--- src/rtl/or1200_rf_wb_pkg.sv ---
// Shared widths, stage-state encoding and helpers for the OR1200 dual-issue GPR writeback stage.
package or1200_rf_wb_pkg;

  localparam int unsigned RF_AW    = 5;
  localparam int unsigned RF_DW    = 32;
  localparam int unsigned RF_CW    = 16;
  localparam int unsigned RD_PORTS = 4;

  // Encoding equals the number of effective writes held in the stage.
  typedef enum logic [1:0] {
    ST_EMPTY = 2'd0,
    ST_ONE   = 2'd1,
    ST_TWO   = 2'd2
  } stage_e;

  function automatic stage_e stage_of(input logic we1, input logic we2);
    case ({we1, we2})
      2'b00:   return ST_EMPTY;
      2'b11:   return ST_TWO;
      default: return ST_ONE;
    endcase
  endfunction

endpackage

--- src/rtl/or1200_rf_wb_if.sv ---
// Execute-result, control, read-address and write-port bundle of the writeback stage.
interface or1200_rf_wb_if #(
  parameter int unsigned aw = 5,
  parameter int unsigned dw = 32,
  parameter int unsigned cw = 16
);
  logic              ex_valid;
  logic [aw-1:0]     ex_addr;
  logic [dw-1:0]     ex_data;
  logic              ex_valid2;
  logic [aw-1:0]     ex_addr2;
  logic [dw-1:0]     ex_data2;
  logic              wb_freeze;
  logic              flushpipe;
  logic [4*aw-1:0]   rd_addr;
  logic [aw-1:0]     addrw;
  logic [dw-1:0]     dataw;
  logic              we;
  logic [aw-1:0]     addrw2;
  logic [dw-1:0]     dataw2;
  logic              we2;
  logic [3:0]        fwd_hit;
  logic [4*dw-1:0]   fwd_data;
  logic [cw-1:0]     commit_cnt;

  modport master (
    output ex_valid, ex_addr, ex_data, ex_valid2, ex_addr2, ex_data2,
           wb_freeze, flushpipe, rd_addr,
    input  addrw, dataw, we, addrw2, dataw2, we2, fwd_hit, fwd_data, commit_cnt
  );

  modport slave (
    input  ex_valid, ex_addr, ex_data, ex_valid2, ex_addr2, ex_data2,
           wb_freeze, flushpipe, rd_addr,
    output addrw, dataw, we, addrw2, dataw2, we2, fwd_hit, fwd_data, commit_cnt
  );
endinterface

--- src/rtl/or1200_rf_fwd_cmp.sv ---
// One bypass comparator: matches a read address against both writeback slots, younger slot first.
module or1200_rf_fwd_cmp #(
  parameter int unsigned aw = 5,
  parameter int unsigned dw = 32
) (
  input  logic [aw-1:0] rd_addr,
  input  logic          we,
  input  logic [aw-1:0] addrw,
  input  logic [dw-1:0] dataw,
  input  logic          we2,
  input  logic [aw-1:0] addrw2,
  input  logic [dw-1:0] dataw2,
  output logic          hit_c,
  output logic [dw-1:0] data_c
);

  logic hit1_c;
  logic hit2_c;

  always_comb begin
    hit1_c = we  && (addrw  == rd_addr) && (rd_addr != '0);
    hit2_c = we2 && (addrw2 == rd_addr) && (rd_addr != '0);
    hit_c  = hit1_c || hit2_c;
    data_c = '0;
    if (hit2_c) begin
      data_c = dataw2;
    end else if (hit1_c) begin
      data_c = dataw;
    end
  end

endmodule

--- src/rtl/or1200_rf_wb.sv ---
// Dual-slot GPR writeback stage: registers execute results, drives two RF write ports,
// bypasses in-flight results to four read ports and counts committed writes.
module or1200_rf_wb
  import or1200_rf_wb_pkg::*;
#(
  parameter int unsigned aw = RF_AW,
  parameter int unsigned dw = RF_DW,
  parameter int unsigned cw = RF_CW
) (
  input logic           clk,
  input logic           rst_n,
  or1200_rf_wb_if.slave bus
);

  logic          we_q,    we_d;
  logic          we2_q,   we2_d;
  logic [aw-1:0] addr_q,  addr_d;
  logic [aw-1:0] addr2_q, addr2_d;
  logic [dw-1:0] data_q,  data_d;
  logic [dw-1:0] data2_q, data2_d;
  logic [cw-1:0] cnt_q,   cnt_d;
  stage_e        state_q, state_d;

  logic          cap_we_c;
  logic          cap_we2_c;
  logic [RD_PORTS-1:0]    hit_c;
  logic [RD_PORTS*dw-1:0] fwd_data_c;

  always_ff @(posedge clk or negedge rst_n) begin
    if (!rst_n) begin
      we_q    <= 1'b0;
      we2_q   <= 1'b0;
      addr_q  <= '0;
      addr2_q <= '0;
      data_q  <= '0;
      data2_q <= '0;
      cnt_q   <= '0;
      state_q <= ST_EMPTY;
    end else begin
      we_q    <= we_d;
      we2_q   <= we2_d;
      addr_q  <= addr_d;
      addr2_q <= addr2_d;
      data_q  <= data_d;
      data2_q <= data2_d;
      cnt_q   <= cnt_d;
      state_q <= state_d;
    end
  end

  // Enables are resolved at capture (r0 and same-address collision) so the write port is a pure flop.
  always_comb begin
    cap_we2_c = bus.ex_valid2 && (bus.ex_addr2 != '0);
    cap_we_c  = bus.ex_valid && (bus.ex_addr != '0) &&
                !(cap_we2_c && (bus.ex_addr2 == bus.ex_addr));

    we_d    = we_q;
    we2_d   = we2_q;
    addr_d  = addr_q;
    addr2_d = addr2_q;
    data_d  = data_q;
    data2_d = data2_q;
    cnt_d   = cnt_q;
    state_d = state_q;

    // State encoding doubles as the per-cycle commit increment.
    if (!bus.wb_freeze && !bus.flushpipe) begin
      cnt_d = cnt_q + cw'(state_q);
    end

    if (bus.flushpipe) begin
      we_d    = 1'b0;
      we2_d   = 1'b0;
      state_d = ST_EMPTY;
    end else if (!bus.wb_freeze) begin
      we_d    = cap_we_c;
      we2_d   = cap_we2_c;
      addr_d  = bus.ex_addr;
      addr2_d = bus.ex_addr2;
      data_d  = bus.ex_data;
      data2_d = bus.ex_data2;
      state_d = stage_of(cap_we_c, cap_we2_c);
    end
  end

  for (genvar i = 0; i < RD_PORTS; i++) begin : g_fwd
    or1200_rf_fwd_cmp #(.aw(aw), .dw(dw)) u_cmp (
      .rd_addr (bus.rd_addr[i*aw +: aw]),
      .we      (we_q),
      .addrw   (addr_q),
      .dataw   (data_q),
      .we2     (we2_q),
      .addrw2  (addr2_q),
      .dataw2  (data2_q),
      .hit_c   (hit_c[i]),
      .data_c  (fwd_data_c[i*dw +: dw])
    );
  end

  assign bus.we         = we_q;
  assign bus.we2        = we2_q;
  assign bus.addrw      = addr_q;
  assign bus.addrw2     = addr2_q;
  assign bus.dataw      = data_q;
  assign bus.dataw2     = data2_q;
  assign bus.commit_cnt = cnt_q;
  assign bus.fwd_hit    = hit_c;
  assign bus.fwd_data   = fwd_data_c;

endmodule

--- src/flat_wrapper.sv ---
// flat-port wrapper written by rule: the top's interface ports become plain ports
module or1200_rf_wb_flat import or1200_rf_wb_pkg::*;
#(
  parameter int unsigned aw = RF_AW,
  parameter int unsigned dw = RF_DW,
  parameter int unsigned cw = RF_CW
)
  (clk, rst_n, bus_ex_valid, bus_ex_addr, bus_ex_data, bus_ex_valid2, bus_ex_addr2, bus_ex_data2, bus_wb_freeze, bus_flushpipe, bus_rd_addr, bus_addrw, bus_dataw, bus_we, bus_addrw2, bus_dataw2, bus_we2, bus_fwd_hit, bus_fwd_data, bus_commit_cnt);
  or1200_rf_wb_if #(.aw(aw), .dw(dw), .cw(cw)) bus_i ();
  input logic clk;
  input logic rst_n;
  input wire logic [$bits(bus_i.ex_valid)-1:0] bus_ex_valid;
  input wire logic [$bits(bus_i.ex_addr)-1:0] bus_ex_addr;
  input wire logic [$bits(bus_i.ex_data)-1:0] bus_ex_data;
  input wire logic [$bits(bus_i.ex_valid2)-1:0] bus_ex_valid2;
  input wire logic [$bits(bus_i.ex_addr2)-1:0] bus_ex_addr2;
  input wire logic [$bits(bus_i.ex_data2)-1:0] bus_ex_data2;
  input wire logic [$bits(bus_i.wb_freeze)-1:0] bus_wb_freeze;
  input wire logic [$bits(bus_i.flushpipe)-1:0] bus_flushpipe;
  input wire logic [$bits(bus_i.rd_addr)-1:0] bus_rd_addr;
  output wire logic [$bits(bus_i.addrw)-1:0] bus_addrw;
  output wire logic [$bits(bus_i.dataw)-1:0] bus_dataw;
  output wire logic [$bits(bus_i.we)-1:0] bus_we;
  output wire logic [$bits(bus_i.addrw2)-1:0] bus_addrw2;
  output wire logic [$bits(bus_i.dataw2)-1:0] bus_dataw2;
  output wire logic [$bits(bus_i.we2)-1:0] bus_we2;
  output wire logic [$bits(bus_i.fwd_hit)-1:0] bus_fwd_hit;
  output wire logic [$bits(bus_i.fwd_data)-1:0] bus_fwd_data;
  output wire logic [$bits(bus_i.commit_cnt)-1:0] bus_commit_cnt;
  assign bus_i.ex_valid = bus_ex_valid;
  assign bus_i.ex_addr = bus_ex_addr;
  assign bus_i.ex_data = bus_ex_data;
  assign bus_i.ex_valid2 = bus_ex_valid2;
  assign bus_i.ex_addr2 = bus_ex_addr2;
  assign bus_i.ex_data2 = bus_ex_data2;
  assign bus_i.wb_freeze = bus_wb_freeze;
  assign bus_i.flushpipe = bus_flushpipe;
  assign bus_i.rd_addr = bus_rd_addr;
  assign bus_addrw = bus_i.addrw;
  assign bus_dataw = bus_i.dataw;
  assign bus_we = bus_i.we;
  assign bus_addrw2 = bus_i.addrw2;
  assign bus_dataw2 = bus_i.dataw2;
  assign bus_we2 = bus_i.we2;
  assign bus_fwd_hit = bus_i.fwd_hit;
  assign bus_fwd_data = bus_i.fwd_data;
  assign bus_commit_cnt = bus_i.commit_cnt;
  or1200_rf_wb #(.aw(aw), .dw(dw), .cw(cw)) u_core (.clk(clk), .rst_n(rst_n), .bus(bus_i));
endmodule
--- config.mk ---
export PLATFORM = sky130hd
export DESIGN_NAME = or1200_rf_wb_flat
export DESIGN_NICKNAME = d
export VERILOG_FILES = /design/src/rtl/or1200_rf_wb_pkg.sv /design/src/rtl/or1200_rf_wb_if.sv /design/src/rtl/or1200_rf_fwd_cmp.sv /design/src/rtl/or1200_rf_wb.sv /design/src/flat_wrapper.sv
export SDC_FILE = /design/constraint.sdc
export NUM_CORES = 1
export LEC_CHECK = 0
export CORE_MARGIN = 2
export CORE_UTILIZATION = 30
export DETAILED_ROUTE_END_ITERATION = 8
export SETUP_SLACK_MARGIN = 0.3
export SYNTH_ARGS = -nofsm -noshare
export SYNTH_HDL_FRONTEND = slang
export SYNTH_SLANG_ARGS = --single-unit
--- constraint.sdc ---
create_clock -name clk -period 5.5 [get_ports clk]
set_input_delay 1.1 -clock clk [delete_from_list [all_inputs] [get_ports clk]]
set_output_delay 1.1 -clock clk [all_outputs]
set_load 0.005 [all_outputs]
==> impl_metrics.yaml <==
power_and_ir_drop:
  leakage_nw: 4.35
  p_total_mw: 2.15
  power_density_nw_per_um2: 196
  vdd_drop_max_mv: 0.127
floorplanning:
  pin_count: 324
  start_util_pct: 30.4
  die_y_um: 161
  dieWidth_um: 161
  fp-row-count: 57
  die-area_um2: 25800
  core_um2: 24200
global_route:
  grt_pass1_vias: 7578
  overflow: 0
  grt_use_total_pct: 23.2
  grt_max_degree: 80
  grt_pass1_wl_mm: 46.4
  antenna_found_initial: 1
sta:
  maxSlewHeadroom_pct: 34.5
  finalSetupViolCount: 0
  finalHoldViolations: 0
  fmax_mhz: 208
  skew_ns: 0.00731
  drv_slew: 0
  period_share_pct: 87.3
  final.min_clock_period_ns: 4.80
  tns_ns: 0
  holdWs_ns: 0.491
  worstMarginPinSlew_ns: 0.982
  rsz0062_at_grt: "false"
detailed_routing:
  detail_route.wl_per_cell_um: 21.2
  vias: 7431
  drc_errors: 0
  drt_iter0_drc: 481
  viasPerCell: 5.17
  antenna_left: 0
  totalWireLength_mm: 30.5
  dr.pass1.iters: 8
logic_synthesis:
  synth_area_per_cell_um2: 8.76
  synthCells: 839
  ys_ff_latch: 94
  netlist-cell-type-count: 37
  syn_nets: 943
  synth_warnings: 0
  syn_area_um2: 7350
  yosysSeqAreaShare_pct: 32.0
finish:
  area_growth_pct: 49.6
  nNetsFinal: 1211
  fin_area_um2: 11000
  fin_util_pct: 45.5
  drive_above_1_share_pct: 13.9
worst_hold_path:
  hold_start: "u_core.bus.commit_cnt[15]"
  hold_end: "u_core.bus.commit_cnt[15]"
  min_path_type: "register to register"
  holdPathStages: 1
placed_design:
  portBuffers: 323
  dp_hpwl_mm: 21.5
  placed_cell_area_um2: 10700
  finalWeightedCongestion: 0.827
clocking:
  clock_tree.root_cell: "clkbuf_16"
  cts_buffer_depth: 2
  hold_buffers: 0
  cts_setup_buffers: 0
  cts_tree: "done"
  clk_pin_slew_ns: 0.07
  ctsResizeCount: 0
  cts_buffers: 9
  htree_levels: 3
  clock_sinks: 94
  worst_skew_pair.late_latency_ns: 0.35
setup_path:
  crit_type: "input pin to primary output"
  r2r_end: "u_core.bus.commit_cnt[14]"
  end_kind: "primary output"
  crit_arrival_ns: 3.70
  worstPathRequired_ns: 4.40
  rr_worst_depth: 7
  cp-start-kind: "input pin"
  r2r_slack_ns: 3.12
  r2r-start: "u_core.bus.commit_cnt[0]"
  crit_path_max_fanout: 18
run_status:
  status: "complete, no violations"
flow_run:
  drv_cap: 0
[how the worst max path moves through the flow]
stage / cells after the start / from / to
floorplan: 6 / bus_rd_addr[6] / bus_fwd_hit[1]
global placement: 7 / bus_rd_addr[1] / bus_fwd_data[13]
detailed placement: 6 / bus_rd_addr[16] / bus_fwd_data[125]
CTS: 6 / bus_rd_addr[16] / bus_fwd_data[125]
global route: 6 / bus_rd_addr[16] / bus_fwd_data[125]
finish: 7 / bus_rd_addr[11] / bus_fwd_data[70]
[layer usage]
layer  routed length, µm  GRT usage [%]  up-vias
li1                    -              -     3465
met1               12900           29.3     3560
met2               14400           39.2      346
met3                2260           4.55       60
met4                 955           9.17        0
met5                   0              0        -
[worst max-delay path, cell delays in order]
cell,delay (ns)
clkdlybuf4s50_1,0.48
or4_4,0.60
nor2_8,0.30
buf_4,0.34
nor4_1,0.10
mux2_4,0.32
clkdlybuf4s50_1,0.44
[power by group]
part / switching (mW) / leakage (nW) / internal [mW]
sequential: 0.139 / 1.18 / 0.774
clock: 0.287 / 0.122 / 0.308
combinational: 0.322 / 3.04 / 0.320
total: 0.749 / 4.35 / 1.40
[stage by stage]
step                worst slack, ns  std cells
floorplan                      2.05        839
global placement              0.703       1420
detailed placement            0.710       1420
CTS                           0.693       1436
global route                  0.559       1437
finish                        0.696       1437
[cell type report]
class                   count  area, µm²
flip-flops and latches     94       2350
inverters                   7       26.3
multi-input cells         653       4570
repair buffers            342       3370
diodes                      1       2.50
well taps                 324        405
fillers                  2363      13200
clock inverters             5       36.3
clock buffers              11        233
[flip-flops by register name, summed over array words and instances, names as in the netlist]
name,flops
u_core.bus.dataw,32
u_core.state_q,2
u_core.bus.dataw2,32
u_core.bus.commit_cnt,16
u_core.bus.addrw,5
u_core.bus.addrw2,5
u_core.bus.we,1
u_core.bus.we2,1
[cell usage in the layout (no fill, tap or decap), types with 3 or more instances in the layout]
master,instances
nor4_1,97
buf_4,20
nor3_1,6
nand4_1,7
mux2_2,10
nand3_1,40
clkinvlp_4,3
nor4_4,4
nand2_2,3
o21ai_0,3
xor2_1,18
or4_4,3
o31ai_1,33
nor2_1,7
ha_1,3
a21o_1,4
inv_1,7
xnor2_1,41
dfrtp_1,93
clkdlybuf4s50_1,322
mux2_4,87
clkbuf_16,9
nand3_2,3
nand2_1,263
nor2_8,3
[synthesized netlist by cell type]
| library cell | number | area (µm²) |
|---|---|---|
| clkbuf_1 | 43 | 161 |
| a21o_1 | 4 | 30.0 |
| buf_6 | 7 | 78.8 |
| or3_1 | 1 | 6.26 |
| nand4_1 | 7 | 43.8 |
| nand3b_1 | 1 | 7.51 |
| xor2_1 | 18 | 158 |
| or4_1 | 2 | 15.0 |
| nor3_1 | 6 | 30.0 |
| and2_1 | 3 | 18.8 |
| xnor2_1 | 41 | 359 |
| ha_1 | 3 | 37.5 |
| inv_1 | 7 | 26.3 |
| dfrtp_1 | 94 | 2350 |
| a211oi_2 | 1 | 12.5 |
| nor4_1 | 97 | 607 |
| nor2_1 | 8 | 30.0 |
| fa_1 | 1 | 20.0 |
| nor4_4 | 4 | 85.1 |
| or4_4 | 3 | 33.8 |
| nor3b_2 | 1 | 12.5 |
| nor2_8 | 3 | 60.1 |
| and3_1 | 1 | 6.26 |
| buf_4 | 7 | 52.6 |
| nand3_1 | 43 | 215 |
| buf_1 | 5 | 18.8 |
| o21bai_1 | 1 | 7.51 |
| nor4_2 | 2 | 25.0 |
| o21ai_0 | 3 | 15.0 |
| buf_2 | 21 | 105 |
| nand2_1 | 266 | 998 |
| o31ai_1 | 33 | 248 |
| mux2_2 | 10 | 113 |
| buf_8 | 2 | 30.0 |
| or2_1 | 1 | 6.26 |
| mux2i_1 | 2 | 20.0 |
| mux2_4 | 87 | 1310 |
[kinds of logic (layout without fill, tap and decap cells)]
group	count (synthesis)	in the layout	synth area share, %
AND/OR/NAND/NOR	449	449	29.9
multiplexers	99	99	19.6
flip-flops	94	94	32.0
buffers and inverters	92	365	6.43
XOR/XNOR	59	59	7.03
AO/OA/AOI/OAI	42	42	4.25
adder cells (fa/ha/maj)	4	4	0.783
other	0	1	0
(Power assumes the default switching activity.)
